`config.mk`:
```
export PLATFORM = sky130hd
export DESIGN_NAME = rr_grant_scheduler
export DESIGN_NICKNAME = d
export VERILOG_FILES = /design/src/rtl/rr_grant_scheduler_pkg.sv /design/src/rtl/rr_pick.sv /design/src/rtl/rr_grant_scheduler.sv
export SDC_FILE = /design/constraint.sdc
export NUM_CORES = 1
export LEC_CHECK = 0
export ABC_AREA = 1
export CORE_ASPECT_RATIO = 1.5
export CORE_UTILIZATION = 44
export DETAILED_ROUTE_END_ITERATION = 12
export PLACE_DENSITY = 0.73
export SETUP_SLACK_MARGIN = 0.3
export SLEW_MARGIN = 20
export SYNTH_ARGS = -nofsm -noshare
export SYNTH_HDL_FRONTEND = slang
export SYNTH_SLANG_ARGS = --single-unit
```
`constraint.sdc`:
```
create_clock -name clk -period 1.65 [get_ports clk]
set_clock_uncertainty 0.1 [all_clocks]
set_input_delay 0.165 -clock clk [delete_from_list [all_inputs] [get_ports clk]]
set_output_delay 0.165 -clock clk [all_outputs]
set_load 0.005 [all_outputs]
```
`src/rtl/rr_grant_scheduler_pkg.sv`:
```
// rtl/rr_grant_scheduler_pkg.sv - shared types and helpers for the round-robin grant scheduler
package rr_grant_scheduler_pkg;

    typedef enum logic {
        ST_IDLE  = 1'b0,
        ST_GRANT = 1'b1
    } state_e;

    // Widest one-hot vector the rotate helper handles; callers truncate to their own N.
    localparam int MAX_N = 64;

    // Ceiling log2, never less than 1 so that derived vectors always have a bit.
    function automatic int clog2_min1(input int v);
        int r;
        r = 0;
        for (int i = 0; i < 31; i++) begin
            if ((1 << i) < v) begin
                r = i + 1;
            end
        end
        return (r < 1) ? 1 : r;
    endfunction

    function automatic logic [MAX_N-1:0] rotl1(input logic [MAX_N-1:0] v, input int n);
        logic [MAX_N-1:0] r;
        r = '0;
        for (int i = 0; i < MAX_N; i++) begin
            if (i < n) begin
                r[(i + 1 == n) ? 0 : i + 1] = v[i];
            end
        end
        return r;
    endfunction

endpackage

```
`src/rtl/rr_pick.sv`:
```
// rtl/rr_pick.sv - combinational cyclic first-set search starting at a one-hot pointer
module rr_pick #(
    parameter int N   = 4,
    parameter int IDW = 2
) (
    input  logic [N-1:0]   req_i,
    input  logic [N-1:0]   ptr_i,
    output logic [N-1:0]   win_o,
    output logic [IDW-1:0] win_id_o
);

    logic [2*N-1:0] dbl_req;
    logic [2*N-1:0] dbl_iso;

    // Lower half holds requests at or above ptr; the upper half is the unmasked wrap-around fallback.
    assign dbl_req = {req_i, req_i & ~(ptr_i - N'(1))};
    assign dbl_iso = dbl_req & (~dbl_req + (2*N)'(1));
    assign win_o   = dbl_iso[N-1:0] | dbl_iso[2*N-1:N];

    always_comb begin
        win_id_o = '0;
        for (int i = 0; i < N; i++) begin
            if (win_o[i]) begin
                win_id_o = IDW'(i);
            end
        end
    end

endmodule

```
`src/rtl/rr_grant_scheduler.sv`:
```
// rtl/rr_grant_scheduler.sv - round-robin scheduler with registered one-hot grant and hold timeout
module rr_grant_scheduler
    import rr_grant_scheduler_pkg::*;
#(
    parameter  int N        = 4,
    parameter  int HOLD_MAX = 8,
    localparam int IDW      = clog2_min1(N),
    localparam int HCW      = clog2_min1(HOLD_MAX + 1)
) (
    input  logic           clk,
    input  logic           reset,
    input  logic [N-1:0]   req,
    input  logic           done,
    output logic [N-1:0]   gnt,
    output logic           gnt_valid,
    output logic [IDW-1:0] gnt_id,
    output logic [N-1:0]   ptr,
    output logic           timeout
);

    state_e         state_q, state_d;
    logic [N-1:0]   gnt_q, gnt_d;
    logic [IDW-1:0] gnt_id_q, gnt_id_d;
    logic [N-1:0]   ptr_q, ptr_d;
    logic [HCW-1:0] hold_cnt_q, hold_cnt_d;
    logic           timeout_q, timeout_d;

    logic [N-1:0]   win;
    logic [IDW-1:0] win_id;
    logic           owner_req;

    rr_pick #(
        .N   (N),
        .IDW (IDW)
    ) u_pick (
        .req_i    (req),
        .ptr_i    (ptr_q),
        .win_o    (win),
        .win_id_o (win_id)
    );

    assign owner_req = |(req & gnt_q);

    always_ff @(posedge clk or posedge reset) begin
        if (reset) begin
            state_q    <= ST_IDLE;
            gnt_q      <= '0;
            gnt_id_q   <= '0;
            ptr_q      <= N'(1);
            hold_cnt_q <= '0;
            timeout_q  <= 1'b0;
        end else begin
            state_q    <= state_d;
            gnt_q      <= gnt_d;
            gnt_id_q   <= gnt_id_d;
            ptr_q      <= ptr_d;
            hold_cnt_q <= hold_cnt_d;
            timeout_q  <= timeout_d;
        end
    end

    always_comb begin
        state_d    = state_q;
        gnt_d      = gnt_q;
        gnt_id_d   = gnt_id_q;
        ptr_d      = ptr_q;
        hold_cnt_d = hold_cnt_q;
        timeout_d  = 1'b0;

        unique case (state_q)
            ST_IDLE: begin
                if (|req) begin
                    state_d    = ST_GRANT;
                    gnt_d      = win;
                    gnt_id_d   = win_id;
                    ptr_d      = N'(rotl1(MAX_N'(win), N));
                    hold_cnt_d = '0;
                end
            end
            ST_GRANT: begin
                // An explicit release wins over the timeout, so no pulse is raised in that case.
                if (done || !owner_req) begin
                    state_d  = ST_IDLE;
                    gnt_d    = '0;
                    gnt_id_d = '0;
                end else if (HOLD_MAX != 0 && int'(hold_cnt_q) == HOLD_MAX - 1) begin
                    state_d   = ST_IDLE;
                    gnt_d     = '0;
                    gnt_id_d  = '0;
                    timeout_d = 1'b1;
                end else if (int'(hold_cnt_q) < HOLD_MAX) begin
                    hold_cnt_d = hold_cnt_q + HCW'(1);
                end
            end
            default: begin
                state_d = ST_IDLE;
            end
        endcase
    end

    assign gnt       = gnt_q;
    assign gnt_valid = |gnt_q;
    assign gnt_id    = gnt_id_q;
    assign ptr       = ptr_q;
    assign timeout   = timeout_q;

endmodule
```
==> impl_metrics.tcl, run 1 <==
set metrics [dict create \
    die_width_um 38.8 \
    final_clock_period_utilization_by_the_worst_path_pct 99.9 \
    timing.max_slew.rel_slack_pct 81.7 \
    cpPeakStageDelay_ps 540 \
    ys_types 21 \
    mappedNetlistArea_sq_um 893 \
    timing.rr.end "gnt_id[0]" \
    drtPass1Iterations 4 \
    critical_path_arrival_ps 1380 \
    synth.top_cells.by_area "sky130_fd_sc_hd__dfrtp_1 42%, sky130_fd_sc_hd__nand2_1 16%, sky130_fd_sc_hd__inv_1 6.3%" \
    synth_top_family_by_area "simple AND/OR/NAND/NOR gates" \
    slew_viol_final 0 \
    preCtsSetupSlack_ps 52.7 \
    drt-wirelength-per-cell_um 13.4 \
    status "finished clean" \
    clockRootBuffer "sky130_fd_sc_hd__clkbuf_4" \
    route.antenna.remaining_nets 0 \
    worst_pin_slew_ps 275 \
    filler_free_cell_count_of_the_finished_design 178 \
    vdd_ir_drop_max_mv 0.965 \
    synth.yosys.warnings 0 \
    worst_hold_slack_ps 63.9 \
    fin_crit_ps 1650 \
    clk_pin_slew_ps 90 \
    finalWorstSetupSlack_ps 1.64 \
    1st_iter_drt_viols 20 \
    rsz_0062_raised_after_global_routing "true" \
    synth_fa_ha_area_share_pct 2.80 \
    critPathCapture "gnt_valid" \
    timing.critical_path.fanout_max 2 \
    maxClockFrequency_mhz 607 \
    power.static_leakage_nw 0.744 \
    route.vias.total 924 \
    worstPathCellList "or4_1, buf_2" \
    worst_setup_path_end_kind "output pin" \
    tritoncts "yes" \
    die-area_sq_um 2220 \
    dp_hpwl_mm 1.59 \
    critical_path_startpoint_category "flop" \
    grt-ovfl-total 0 \
    reg2reg_depth 11 \
    vias_in_the_first_global_route 832 \
    design.portCount 19 \
    rows 19 \
    initial_utilization_pct 47.6 \
    setup_violations 0 \
    place.port_buffers 18 \
    gr-usage-all-layers_pct 21.2 \
    power_per_cell_area_nw_per_um2 1540 \
    synth_mux_area_share_pct 0 \
    hold_viol_final 0 \
    timing.critical_path.slowest_stage_cell "sky130_fd_sc_hd__or4_1" \
    via_per_inst 5.19 \
    cp-startpoint "gnt[3]" \
    nets 167 \
    core_sq_um 1880 \
    power.total_mw 2.07 \
    post_synth_inst_count 113 \
    cts_buffer_depth 2 \
    flow.area_growth_from_synthesis_pct 51.1 \
    max_cap_viol_count 0 \
    critPathKind "reg -> out" \
    synthXorXnorAreaFrac_pct 0.980 \
    cts-htree-levels 1 \
    maximum_number_of_pins_on_one_net_before_global_route_repair 17 \
    yosys.area_share.simple_pct 39.1 \
    dieHeight_um 57.2 \
    cts_buffers 3 \
    post_route_utilization_pct 71.9 \
    antenna_found_initial 0 \
    synthesized_area_fraction_occupied_by_ao_oa_aoi_and_oai_cells_pct 5.46 \
    synth.ff_latch_count 16 \
    sequential_to_total_area_share_from_yosys_stat_pct 45.0 \
    timing.critical_path.required_ps 1380 \
    cts_sinks 16 \
    share_of_cells_above_drive_strength_1_pct 40.1 \
    synth_top_area_cell "sky130_fd_sc_hd__dfrtp_1" \
    remaining_drc_errors 0 \
    syn_area_per_cell_sq_um 7.91 \
    gp_congestion 0.840 \
    r2r_start "ptr[0]" \
    fraction_of_post_synthesis_cell_area_in_the_top_cell_type_by_area_pct 42.0 \
    synth_nets 122 \
    rrSetupSlack_ps 70 \
    hp-class "in -> async" \
    numPlacedInstances 160 \
    grt_pass1_wl_mm 3.40 \
    antenna_cells 0 \
    insertion_delay_ps 290 \
    postRouteWirelength_mm 2.38 \
]
## per-layer routing
| metal | part of all wire, % | vias to the layer above | wire length [um] | GRT usage [%] |
|---|---|---|---|---|
| met5 | 0 | - | 0 | 0 |
| met1 | 39 | 442 | 916 | 23.5 |
| met2 | 57 | 28 | 1350 | 39.8 |
| met3 | 3.7 | 3 | 88 | 1.17 |
| li1 | - | 451 | - | - |
| met4 | 1.1 | 0 | 25 | 7.39 |
## cell usage after synthesis
cell,n
sky130_fd_sc_hd__nand3_1,11
sky130_fd_sc_hd__o21ai_0,6
sky130_fd_sc_hd__nor2_2,1
sky130_fd_sc_hd__dfstp_2,1
sky130_fd_sc_hd__xor2_1,1
sky130_fd_sc_hd__o21ai_2,1
sky130_fd_sc_hd__or4_1,1
sky130_fd_sc_hd__nand2_2,3
sky130_fd_sc_hd__nor2_4,1
sky130_fd_sc_hd__a21oi_1,2
sky130_fd_sc_hd__nand2_1,38
sky130_fd_sc_hd__inv_2,1
sky130_fd_sc_hd__nand3_2,3
sky130_fd_sc_hd__inv_1,15
sky130_fd_sc_hd__nand4_1,1
sky130_fd_sc_hd__nand3_4,1
sky130_fd_sc_hd__dfrtp_1,15
sky130_fd_sc_hd__or2_1,1
sky130_fd_sc_hd__ha_1,2
sky130_fd_sc_hd__nor2_1,7
sky130_fd_sc_hd__nand4_4,1
## power by group
group	switching (mW)	total [mW]	internal, mW	leakage [nW]
Combinational	0.657	1.22	0.559	0.512
Clock	0.126	0.260	0.135	0.0210
Sequential	0.0798	0.596	0.516	0.211
Total	0.863	2.07	1.21	0.744
## through the flow
stage,instance area (sq um),setup TNS [ps]
6_report,1350,0
3_3_place_gp,1180,0
5_1_grt,1350,-32.1
3_5_place_dp,1180,0
4_1_cts,1250,0
2_1_floorplan,911,0
## how the worst min path moves through the flow
stage	startpoint	endpoint	slack, ps	cells after the start
2_1_floorplan	reset	gnt[0]	-20	1
3_3_place_gp	reset	timeout	380	3
3_5_place_dp	gnt_id[1]	gnt_id[1]	380	2
4_1_cts	reset	hold_cnt_q[1]	80	3
5_1_grt	reset	ptr[1]	70	3
6_report	reset	gnt[0]	60	3
## flip-flops by register name (all words and copies together) (netlist names)
name,count
ptr,4
state_q,1
gnt_id,2
timeout,1
gnt,4
hold_cnt_q,4
## cell type report
| cell class | instances | area (sq um) |
|---|---|---|
| multi-input combinational | 81 | 513 |
| tap | 21 | 26.3 |
| timing repair buffer | 40 | 313 |
| fill | 151 | 528 |
| sequential | 16 | 402 |
| inverter | 16 | 60.1 |
| clock buffer | 4 | 36.3 |
## timing repair
| item | 4_1_cts | 5_1_grt |
|---|---|---|
| gates resized for setup | 27 | 18 |
| endpoints found under the hold margin | 0 | 0 |
| setup endpoints to repair | 26 | 19 |
| pin swaps | 2 | 6 |
| gates cloned | 0 | 0 |
| hold buffers | 0 | 0 |
| buffers inserted | 3 | 11 |
## cells by family after synthesis
kind of cell	Yosys count
flops	16
buf+inv	16
simple gates	69
xor+xnor	1
compound gates	9
fa+ha+maj	2
## cell usage in the layout, fill, tap and decap left out, types with 2 or more instances in the layout
cell,netlist,routed
sky130_fd_sc_hd__inv_2,1,3
sky130_fd_sc_hd__dlygate4sd2_1,0,6
sky130_fd_sc_hd__clkbuf_4,0,3
sky130_fd_sc_hd__clkbuf_2,0,3
sky130_fd_sc_hd__inv_1,15,13
sky130_fd_sc_hd__clkdlybuf4s50_1,0,6
sky130_fd_sc_hd__o21ai_1,0,5
sky130_fd_sc_hd__nand3_1,11,3
sky130_fd_sc_hd__nor2_1,7,6
sky130_fd_sc_hd__buf_2,0,2
sky130_fd_sc_hd__nor2_2,1,2
sky130_fd_sc_hd__nand2_1,38,33
sky130_fd_sc_hd__buf_4,0,22
sky130_fd_sc_hd__nand3_2,3,10
sky130_fd_sc_hd__dfrtp_1,15,15
sky130_fd_sc_hd__nand3_4,1,2
sky130_fd_sc_hd__nand2_2,3,8
## critical path: cells and delay by family, from the launching register on
family	cells	cell delay, ps
simple gates	1	540
flops	1	400
buf+inv	1	150
(Power assumes the default switching activity.)
==> run 2: changes to the inputs <==
--- a/config.mk
+++ b/config.mk
@@ -5,9 +5,8 @@
 export SDC_FILE = /design/constraint.sdc
 export NUM_CORES = 1
 export LEC_CHECK = 0
-export ABC_AREA = 1
-export CORE_ASPECT_RATIO = 1.5
-export CORE_UTILIZATION = 44
+export CORE_MARGIN = 2
+export CORE_UTILIZATION = 43
 export DETAILED_ROUTE_END_ITERATION = 12
 export PLACE_DENSITY = 0.73
 export SETUP_SLACK_MARGIN = 0.3
==> run 2 against run 1 <==
The run now ends with negative setup slack left. Final area increased by 20%. Power increased by 30%. Combinational power increased by 49%. Global-route usage increased by 3.6 points. Non-clock buffer count increased by 20. Die area increased by 5.4%. Highest routed layer unchanged. First-iteration DRC count increased by 55%. Synthesized area decreased by 5.3%. Largest cell class unchanged. Via count increased by 3.6%.
==> impl_metrics.tcl, run 2 <==
set metrics [dict create \
    status "complete, but fails checks" \
    failed_checks "negative setup slack" \
    preCtsSetupSlack_ps -232 \
    die-area_sq_um 2340 \
    grt_pass1_wl_mm 4.39 \
    critical_path_arrival_ps 1870 \
    timing.critical_path.fanout_max 4 \
    slew_viol_final 0 \
    vias_in_the_first_global_route 969 \
    synth-main-ff-cell "sky130_fd_sc_hd__dfrtp_1" \
    fin_area_sq_um 1620 \
    fraction_of_post_synthesis_cell_area_in_the_top_cell_type_by_area_pct 44.4 \
    yosysMostFrequentCell "sky130_fd_sc_hd__dfrtp_1" \
    path_buf_inv 0 \
    power.total_mw 2.70 \
    maxClockFrequency_mhz 567 \
    layout.cells.most_common "sky130_fd_sc_hd__buf_4" \
    final_clock_period_utilization_by_the_worst_path_pct 107 \
    vdd_ir_drop_max_mv 1.20 \
    hp-class "in -> async" \
    hold_viol_final 0 \
    antenna_found_initial 0 \
    die_width_um 48.4 \
    layout_common_cells "28 x sky130_fd_sc_hd__buf_4, 17 x sky130_fd_sc_hd__buf_6, 15 x sky130_fd_sc_hd__dfrtp_1, 7 x sky130_fd_sc_hd__inv_1" \
    rsz_0062_raised_after_global_routing "true" \
    power.static_leakage_nw 0.743 \
    cpPeakStageDelay_ps 590 \
    clk_pin_slew_ps 90 \
    critical_path_startpoint_category "flop" \
    post_synth_inst_count 87 \
    route.antenna.remaining_nets 0 \
    initial_utilization_pct 44.5 \
    finalWorstSetupSlack_ps -113 \
    cts_hold_buf 0 \
    via_per_inst 5.41 \
    worstPathCellList "or4_4, a2111oi_4, a41oi_2, o21ai_1" \
    grt-ovfl-total 0 \
    remaining_drc_errors 0 \
    mappedNetlistArea_sq_um 846 \
    gp_congestion 0.876 \
    dieHeight_um 48.4 \
    synth.yosys.warnings 0 \
    synth_enable_flop_cells 0 \
    filler_free_cell_count_of_the_finished_design 177 \
    design.portCount 19 \
    place.port_buffers 18 \
    cts_sinks 16 \
    nets 160 \
    insertion_delay_ps 280 \
    drtPass1Iterations 4 \
    dp_hpwl_mm 1.66 \
    syn_area_per_cell_sq_um 9.72 \
    cts_buffers 3 \
    flow.area_growth_from_synthesis_pct 91.0 \
    synthArstFlopShare_pct 100 \
    cts-htree-levels 1 \
    ys_types 34 \
    timing.critical_path.required_ps 1760 \
    maximum_number_of_pins_on_one_net_before_global_route_repair 17 \
    synthTopCellsByCount "15 x sky130_fd_sc_hd__dfrtp_1, 12 x sky130_fd_sc_hd__inv_1, 10 x sky130_fd_sc_hd__nand2_1, 4 x sky130_fd_sc_hd__a31oi_1, 4 x sky130_fd_sc_hd__nor2_1" \
    worst_pin_slew_ps 597 \
    placement_stage_cell_area_sq_um 1240 \
    fin_crit_ps 1760 \
    critPathKind "reg -> reg" \
    route.vias.total 957 \
    synth_nets 96 \
    postRouteWirelength_mm 2.95 \
    synth_top_area_cell "sky130_fd_sc_hd__dfrtp_1" \
    drt-wirelength-per-cell_um 16.6 \
    synth.top_cells.by_area "sky130_fd_sc_hd__dfrtp_1 44%, sky130_fd_sc_hd__inv_1 5.3%, sky130_fd_sc_hd__nand2_1 4.4%" \
    share_of_cells_above_drive_strength_1_pct 56.7 \
    timing.critical_path.slowest_stage_cell "sky130_fd_sc_hd__or4_4" \
    rows 16 \
    setup_violations 7 \
    cts_buffer_depth 2 \
    gr-usage-all-layers_pct 24.7 \
    timing.max_slew.rel_slack_pct 60.1 \
    antenna_cells 0 \
    tritoncts "yes" \
    cp_top_family "simple AND/OR/NAND/NOR gates" \
    worst_setup_path_end_kind "flop" \
    1st_iter_drt_viols 31 \
    worst_hold_slack_ps 137 \
    synth.ff_latch_count 16 \
    sequential_to_total_area_share_from_yosys_stat_pct 47.5 \
    clockRootBuffer "sky130_fd_sc_hd__clkbuf_4" \
    max_cap_viol_count 0 \
    numPlacedInstances 151 \
    power_per_cell_area_nw_per_um2 1670 \
    core_sq_um 1900 \
]
[run 2: repair_timing]
action / 4_1_cts / 5_1_grt
setup buffers: 17 / 5
pin swaps: 7 / 6
setup endpoints to repair: 28 / 24
gates resized for setup: 46 / 29
[run 2: final cells by class]
| class | instances | area, sq um |
|---|---|---|
| Fill cell | 97 | 287 |
| Tap cell | 27 | 33.8 |
| Timing Repair Buffer | 60 | 529 |
| Multi-Input combinational cell | 58 | 569 |
| Inverter | 12 | 45.0 |
| Clock buffer | 4 | 36.3 |
| Sequential cell | 16 | 402 |
[run 2: worst paths after layout]
path                       slack, ps  cells past startpoint           from             to
min reg2reg                      430                      1  hold_cnt_q[0]  hold_cnt_q[0]
min in group clk                 430                      1  hold_cnt_q[0]  hold_cnt_q[0]
max in group asynchronous        930                      2          reset         ptr[2]
min                              140                      2          reset  hold_cnt_q[0]
max reg2reg                     -110                      4         ptr[3]         gnt[3]
max                             -110                      4         ptr[3]         gnt[3]
[run 2: metal layers]
metal / part of all wire [%] / vias to the layer above / GRT usage (%)
li1: - / 439 / -
met1: 39 / 460 / 28.3
met2: 53 / 45 / 45.1
met3: 4.4 / 13 / 5.25
met4: 3.8 / 0 / 9.52
met5: 0 / - / 0
[run 2: stage by stage]
| step | util (%) | TNS (ps) |
|---|---|---|
| CTS | 78.2 | -287 |
| floorplan | - | -6.21 |
| detailed placement | 65.3 | -2100 |
| global placement | 65.3 | -1890 |
| finish | 84.9 | -483 |
| global route | 84.9 | -1100 |
[run 2: where the power goes]
part	switching [mW]	total [mW]	leakage (nW)	internal, mW
sequential	0.102	0.621	0.210	0.520
combinational	0.779	1.82	0.512	1.05
clock	0.122	0.256	0.0210	0.134
total	1.00	2.70	0.743	1.70
[run 2: cell families (layout without fill, tap and decap cells)]
logic type               count (synthesis)  count (layout)  share of synthesized area (%)
AND/OR/NAND/NOR                         30              30                           18.8
AO/OA/AOI/OAI                           23              23                           21.6
flip-flops                              16              16                           47.5
buffers and inverters                   13              76                           5.77
adder cells (fa/ha/maj)                  2               2                           2.96
multiplexers                             2               2                           2.37
XOR/XNOR                                 1               1                           1.04
